===== config.mk =====
export PLATFORM = sky130hd
export DESIGN_NAME = imem_loader
export DESIGN_NICKNAME = d
export VERILOG_FILES = /design/src/rtl/imem_loader.sv
export SDC_FILE = /design/constraint.sdc
export NUM_CORES = 1
export LEC_CHECK = 0
export BUFFER_PORTS_ARGS = -buffer_cell sky130_fd_sc_hd__buf_2
export CORE_ASPECT_RATIO = 1.5
export CORE_MARGIN = 2
export CORE_UTILIZATION = 44
export CTS_BUF_LIST = sky130_fd_sc_hd__clkbuf_16
export DETAILED_ROUTE_END_ITERATION = 12
export PLACE_DENSITY = 0.8
export SLEW_MARGIN = 10
export SYNTH_ARGS = -nofsm -noshare
export SYNTH_HDL_FRONTEND = slang
export SYNTH_SLANG_ARGS = --single-unit

===== constraint.sdc =====
create_clock -name clk -period 2.32 [get_ports clk]
set_input_delay 0.464 -clock clk [delete_from_list [all_inputs] [get_ports clk]]
set_output_delay 0.464 -clock clk [all_outputs]
set_load 0.005 [all_outputs]

===== src/rtl/imem_loader.sv =====
// Byte-stream program loader: packs little-endian bytes into 32-bit words, writes them to IMEM
// from IMEM_BASE_ADDR and holds the core in reset until done. Optional trailer check: IMEM_LOADER_CHECKSUM_EN.
module imem_loader #(
    parameter int unsigned       AWIDTH         = 32,
    parameter int unsigned       DWIDTH         = 32,
    parameter logic [AWIDTH-1:0] IMEM_BASE_ADDR = 'h0100_0000,
    parameter int unsigned       MAX_WORDS      = 1024
) (
    input  logic              clk,
    input  logic              rst,
    input  logic              start_i,
    input  logic [15:0]       len_i,
    input  logic              byte_valid_i,
    input  logic [7:0]        byte_i,
    output logic              byte_ready_o,
    output logic [AWIDTH-1:0] mem_addr_o,
    output logic [DWIDTH-1:0] mem_wdata_o,
    output logic              mem_write_en_o,
    output logic              mem_read_en_o,
    output logic              core_rst_o,
    output logic              busy_o,
    output logic              done_o,
    output logic              err_o,
    output logic [15:0]       words_o
);

    typedef enum logic [2:0] {
        S_IDLE, S_RECV, S_WRITE, S_DONE, S_ERR
`ifdef IMEM_LOADER_CHECKSUM_EN
        , S_CHK
`endif
    } state_t;

    localparam logic [16:0] MAX_LEN = 17'(MAX_WORDS);

    state_t            state_q, state_d;
    logic [15:0]       word_idx;
    logic [1:0]        byte_idx;
    logic [15:0]       len_q;
    logic [DWIDTH-1:0] word_q;
    logic              accept;
    logic              can_start;
    logic              go_recv;
    logic              last_word;

`ifdef IMEM_LOADER_CHECKSUM_EN
    logic [31:0]       sum_q;
    logic [31:0]       trailer;
    assign trailer      = {byte_i, word_q[23:0]};
    assign byte_ready_o = (state_q == S_RECV) || (state_q == S_CHK);
    assign busy_o       = (state_q == S_RECV) || (state_q == S_WRITE) || (state_q == S_CHK);
`else
    assign byte_ready_o = (state_q == S_RECV);
    assign busy_o       = (state_q == S_RECV) || (state_q == S_WRITE);
`endif

    assign can_start = (state_q == S_IDLE) || (state_q == S_DONE) || (state_q == S_ERR);
    assign go_recv   = can_start && start_i && (len_i != 16'd0) && ({1'b0, len_i} <= MAX_LEN);
    assign accept    = byte_valid_i && byte_ready_o;
    assign last_word = (word_idx + 16'd1) == len_q;

    always_ff @(posedge clk) begin
        if (rst) state_q <= S_IDLE;
        else     state_q <= state_d;
    end

    always_comb begin
        state_d = state_q;
        unique case (state_q)
            S_IDLE, S_DONE, S_ERR: begin
                if (start_i) begin
                    if (len_i == 16'd0)                  state_d = S_DONE;
                    else if ({1'b0, len_i} > MAX_LEN)    state_d = S_ERR;
                    else                                 state_d = S_RECV;
                end
            end
            S_RECV: if (accept && byte_idx == 2'd3) state_d = S_WRITE;
            S_WRITE: begin
`ifdef IMEM_LOADER_CHECKSUM_EN
                state_d = last_word ? S_CHK : S_RECV;
`else
                state_d = last_word ? S_DONE : S_RECV;
`endif
            end
`ifdef IMEM_LOADER_CHECKSUM_EN
            S_CHK: begin
                if (accept && byte_idx == 2'd3)
                    state_d = ((sum_q + trailer) == 32'd0) ? S_DONE : S_ERR;
            end
`endif
            default: state_d = S_IDLE;
        endcase
    end

    // Control counters: the only state that reset touches besides the FSM.
    always_ff @(posedge clk) begin
        if (rst) begin
            word_idx <= '0;
            byte_idx <= '0;
        end else begin
            if (go_recv) begin
                word_idx <= '0;
                byte_idx <= '0;
                len_q    <= len_i;
            end else begin
                if (accept)              byte_idx <= byte_idx + 2'd1;
                if (state_q == S_WRITE)  word_idx <= word_idx + 16'd1;
            end
        end
    end

    // Word assembly and running sum; the trailer reuses the word register while in CHK.
    always_ff @(posedge clk) begin
        if (accept) word_q[{byte_idx, 3'b000} +: 8] <= byte_i;
`ifdef IMEM_LOADER_CHECKSUM_EN
        if (go_recv)                 sum_q <= '0;
        else if (state_q == S_WRITE) sum_q <= sum_q + word_q;
`endif
    end

    assign mem_write_en_o = (state_q == S_WRITE);
    assign mem_read_en_o  = 1'b0;
    assign mem_addr_o     = IMEM_BASE_ADDR + AWIDTH'({word_idx, 2'b00});
    assign mem_wdata_o    = mem_write_en_o ? word_q : '0;
    assign core_rst_o     = (state_q != S_DONE);
    assign done_o         = (state_q == S_DONE);
    assign err_o          = (state_q == S_ERR);
    assign words_o        = word_idx;

endmodule


== Yosys cells after proc, flatten, opt, wreduce, memory -nomap -nowiden ==
Index checks and enable logic that the tools add are counted.

* Register bits: 69
* Memories kept: 0
* Output and inout port bits: 87
* ROM bits: 0
* Logic and storage cells: 46
* RAM bits: 0
* Bits in latches: 0

* Shift-type cells: 2
* Add/sub/neg operators: 4
* Order comparisons: 2
* Reduce and logical (&&, ||, !) cells: 15
* Multiplexer cells: 8
* Divide/modulo/power cells: 0
* Bitwise gates (word level): 1
* Eq/ne operators: 9
* $mul: 0

{| class="wikitable"
|+ Operators by type and width
! cell !! number
|-
| $bwmux 32 || 1
|-
| $mux 32 || 1
|-
| $shift 8x7->32 const A || 1
|-
| $shiftx 8x7->32 || 1
|-
| $add 25x18->26 const A || 1
|-
| $add 16x1->16 const B || 1
|-
| $eq 16x16->1 || 1
|-
| $gt 16x11->1 const B || 1
|-
| $le 16x11->1 const B || 1
|-
| $logic_not 16->1 || 1
|-
| $reduce_bool 16->1 || 1
|-
| $mux 3 || 4
|-
| $pmux 3 s3 || 1
|-
| $neg 5->7 || 1
|-
| $eq 3x2->1 const B || 2
|-
| $logic_and 1x1->1 || 5
|-
| $reduce_and 2->1 || 2
|-
| $eq 3x1->1 const B || 1
|-
| $eq 3x3->1 const B || 1
|-
| $logic_not 3->1 || 1
|-
| $logic_or 1x1->1 || 3
|-
| $ne 3x2->1 const B || 1
|-
| $reduce_or 3->1 || 1
|-
| $add 2x1->2 const B || 1
|-
| 6 further kinds || 6
|}

== Longest topological paths before layout ==
* Word-level depth: 7
* Gate-level depth with buffers: 9

== Worst setup path before layout ==
OpenSTA, ideal clock, no wires.

* Kind: input-to-reg
* Start: input port len_i[15]
* End: register len_q[0], enable pin
* Slack: -0.166 ns
* Arrival: 2.098 ns
* Stages: 5
* Path buffers: 0
* Cell sequence: or4_1 -> nor2_1 -> nand2b_1 -> nand4bb_1 -> nor2_1

* Longest elaborated chain between the ends: 4

{| class="wikitable"
|+ Ends and longest elaborated chain
! item !! line !! RTL
|-
| start: declaration || 12 || <nowiki>input logic [15:0] len_i,</nowiki>
|-
| branches (longest 2 deep; another with $le 16x11->1) || - ||
|-
| $logic_and 1x1->1 * || 58 || <nowiki>assign go_recv = can_start && start_i && (len_i != 16'd0) && ({1'b0, len_i} <= MAX_LEN);</nowiki>
|-
| $reduce_and 2->1 (no line) * || - ||
|-
| end signal: assignment || 104 || <nowiki>len_q <= len_i;</nowiki>
|-
| end: declaration || 39 || <nowiki>logic [15:0] len_q;</nowiki>
|}

Every way passes the cells marked *.
A chain may end at the register's enable or synchronous reset.

== Final worst setup path ==
* Start: register word_idx[0] (netlist: words_o[0])
* End: register state_q[1]

* Longest elaborated chain between the ends: 4

{| class="wikitable"
|+ Ends and longest elaborated chain
! item !! line !! RTL
|-
| start: declaration || 37 || <nowiki>logic [15:0] word_idx;</nowiki>
|-
| start signal: assignment || 107 || <nowiki>if (state_q == S_WRITE) word_idx <= word_idx + 16'd1;</nowiki>
|-
| $add 16x1->16 || 60 || <nowiki>assign last_word = (word_idx + 16'd1) == len_q;</nowiki>
|-
| $eq 16x16->1 || 60 ||
|-
| $mux 2 || 82 || <nowiki>state_d = last_word ? S_DONE : S_RECV;</nowiki>
|-
| $pmux 3 s3 || 69 || <nowiki>unique case (state_q)</nowiki>
|-
| end signal: assignment || 64 || <nowiki>else state_q <= state_d;</nowiki>
|-
| end: declaration || 36 || <nowiki>state_t state_q, state_d;</nowiki>
|}

Every way passes these cells.

==> results.cfg <==
[status]
outcome = finished, final reports clean

[logic_synthesis]
leading_post_synthesis_cells_by_instance_count = edfxtp_1 (48), nor2_1 (40), and3_1 (35)
synth_area_um2 = 3740
synth_cell_types = 46
synth_top_area_share_pct = 38.5
synth_ff_type = edfxtp_1
synthMostInstantiatedCell = edfxtp_1
synth_sequential_area_ratio_pct = 49.7
synth_seq_cells = 69
number_of_synthesis_warnings = 0
synth_area_leaders = edfxtp_1 (39%), dfxtp_1 (11%), buf_4 (6.6%)
postSynth.asyncResetShare_pct = 0
synth-edff-count = 48
synth_largest_area_cell = edfxtp_1
syn_inst = 369
syn_avg_cell_area_um2 = 10.1

[routing]
wire_length_per_cell_after_detailed_routing_um = 14.6
route.vias.total = 2963
avgViaCountPerCell = 5.17
totalWireLength_mm = 8.34
drt_iter0_drcs = 144
drt-pass1-iter-count = 4
ant_nets = 0
remaining_drc_errors = 0

[clock_tree]
cts_buffers = 9
clkSlewWorstSetupHoldPaths_ns = 0.05
htree_levels = 3
post_cts_setup_buffer_count = 0
hold_buffers = 0
ctsResizeCount = 0
clk_path_buf_depth = 2
insertion_delay_ns = 0.33
tritoncts_num_sinks = 69
cts_tree = built
cts-root-buf = clkbuf_16

[critical_path]
worst_path_max_fanout = 6
max_stage_delay_ns = 0.55
path_cells = ha_1 -> nand3_1 -> nor3_1 -> maj3_1 -> nor2_1 -> a21oi_1 -> o41ai_2
cpMaxStageDelayCell = nor3_1
path_class = reg2reg
cpLargestDelayFamily = simple AND/OR/NAND/NOR gates
worstPathBufferInverterCount = 0
arrival_ns = 2.32
critical_path.startpoint_type = register
worst_ep_required_time_ns = 2.52
cp-end-kind = register
setup_slack_reg_to_reg_ns = 0.20

[place]
dp.final_hpwl_mm = 6.44
preCtsSetupSlack_ns = 0.0619
finalWeightedCongestion = 1.07
dpl-instance-area_um2 = 4240
numPortBuffers = 97

[cells_and_area]
num-nets-final = 495
num-fill-cells = 741
drive_gt1_share_pct = 28.1
post-route-cell-area_um2 = 4490
antenna_cells = 0
area.growth.synth_to_final_pct = 20.1

[timing]
timing_worst_slew_pin_value_ns = 0.682
setup_viol = 0
fin_tns_setup_ns = 0
final_number_of_max_transition_violations = 0
fin_ws_ns = 0.197
unrepaired_setup_endpoints_after_global_routing = no
maximum_operating_frequency_mhz = 471
fin_crit_sh_pct = 91.5
slew-limit-headroom_pct = 54.4
layout_min_cycle_time_ns = 2.12
finalHoldViolCount = 0
fin_worst_skew_ns = 0.00916

[power_and_ir_drop]
cellPowerDensity_nw_per_um2 = 568
finalPower_mw = 2.55
leakage_nw = 2.08
vdd.ir_drop.worst_mv = 0.440

[floorplanning]
design.portCount = 115
die_width_um = 79.3
design.die.area_um2 = 9270
floorplan.core_area_um2 = 8360
core.rowCount = 41
floorplan.die.height_um = 117
floorplan.initialDensity_pct = 44.8

[flow_run]
maxCapViolCount = 0

[global_routing]
grt.overflow.total = 0
grt_pass1_wl_mm = 13.1
grt_max_degree = 33
groute.usage.overall_pct = 19.0
vias_in_the_first_global_route = 2834
antenna_found_initial = 0

[hold_path]
min-delay-path-class = in2reg
## per-layer routing
| layer | vias to the layer above | GRT usage, % | part of all wire, % | wire [µm] |
|---|---|---|---|---|
| li1 | 1417 | - | - | - |
| met1 | 1394 | 19.3 | 35 | 2910 |
| met2 | 133 | 35.1 | 55 | 4620 |
| met3 | 19 | 4.98 | 7.3 | 610 |
| met4 | 0 | 10.2 | 2.4 | 199 |
| met5 | - | 0 | 0 | 0 |
## worst paths after layout
kind	start	end	depth (start not counted)
hold / removal	len_i[3]	len_q[3]	1
hold reg to reg	byte_idx[1]	byte_idx[1]	2
setup reg to reg	words_o[0]	state_q[1]	7
setup / recovery	words_o[0]	state_q[1]	7
## worst register-to-register path, stage by stage, from the launching register on
cell     delay (ns)
dfxtp_1        0.40
ha_1           0.23
nand3_1        0.22
nor3_1         0.55
maj3_1         0.29
nor2_1         0.04
a21oi_1        0.18
o41ai_2        0.09
## placed cells by master (no fill, tap or decap), types with 9 or more instances in the layout
cell type and count:
buf_4 14, dfxtp_1 21, a21oi_1 9, nor2_1 39, nand2_1 21, and3_1 35, buf_2 97, and2_1 33
xor2_1 15, clkbuf_16 9, nor3_1 9, edfxtp_1 48, inv_1 9, xnor2_1 20, conb_1 17
## per-stage QoR
stage | std cells | utilization, % | hold slack [ns]
2_1_floorplan | 384 | - | 0.467
3_3_place_gp | 557 | 50.7 | 0.491
3_5_place_dp | 557 | 50.7 | 0.509
4_1_cts | 573 | 53.7 | 0.312
5_1_grt | 573 | 53.7 | 0.311
6_report | 573 | 53.7 | 0.324
## power breakdown
part | switching [mW] | internal [mW] | leakage [nW]
logic | 0.0544 | 0.0334 | 1.29
clock network | 0.455 | 0.696 | 0.136
registers | 0.00238 | 1.31 | 0.653
## layout make-up
cell class / instances / area, µm² / area share (%)
sequential: 69 / 1860 / 41.4
multi-input combinational: 261 / 1590 / 35.3
timing repair buffer: 113 / 631 / 14.0
clock buffer: 9 / 225 / 5.01
tap: 107 / 134 / 2.98
clock inverter: 7 / 27.5 / 0.613
inverter: 7 / 26.3 / 0.585
## cells by family after synthesis
logic type	Yosys count	share of synthesized area, %
XOR/XNOR	36	8.63
adder cells (fa/ha/maj)	7	2.27
multiplexers	1	0.267
flip-flops	69	49.7
AO/OA/AOI/OAI	27	4.65
AND/OR/NAND/NOR	173	24.8
other	2	0.201
buffers and inverters	54	9.39
## sequential cells by signal, summed over array words and instances, names as in the netlist
register	flops
state_q	3
word_q	32
words_o	16
byte_idx	2
len_q	16
Note: power is estimated with default switching activity, not from simulation.
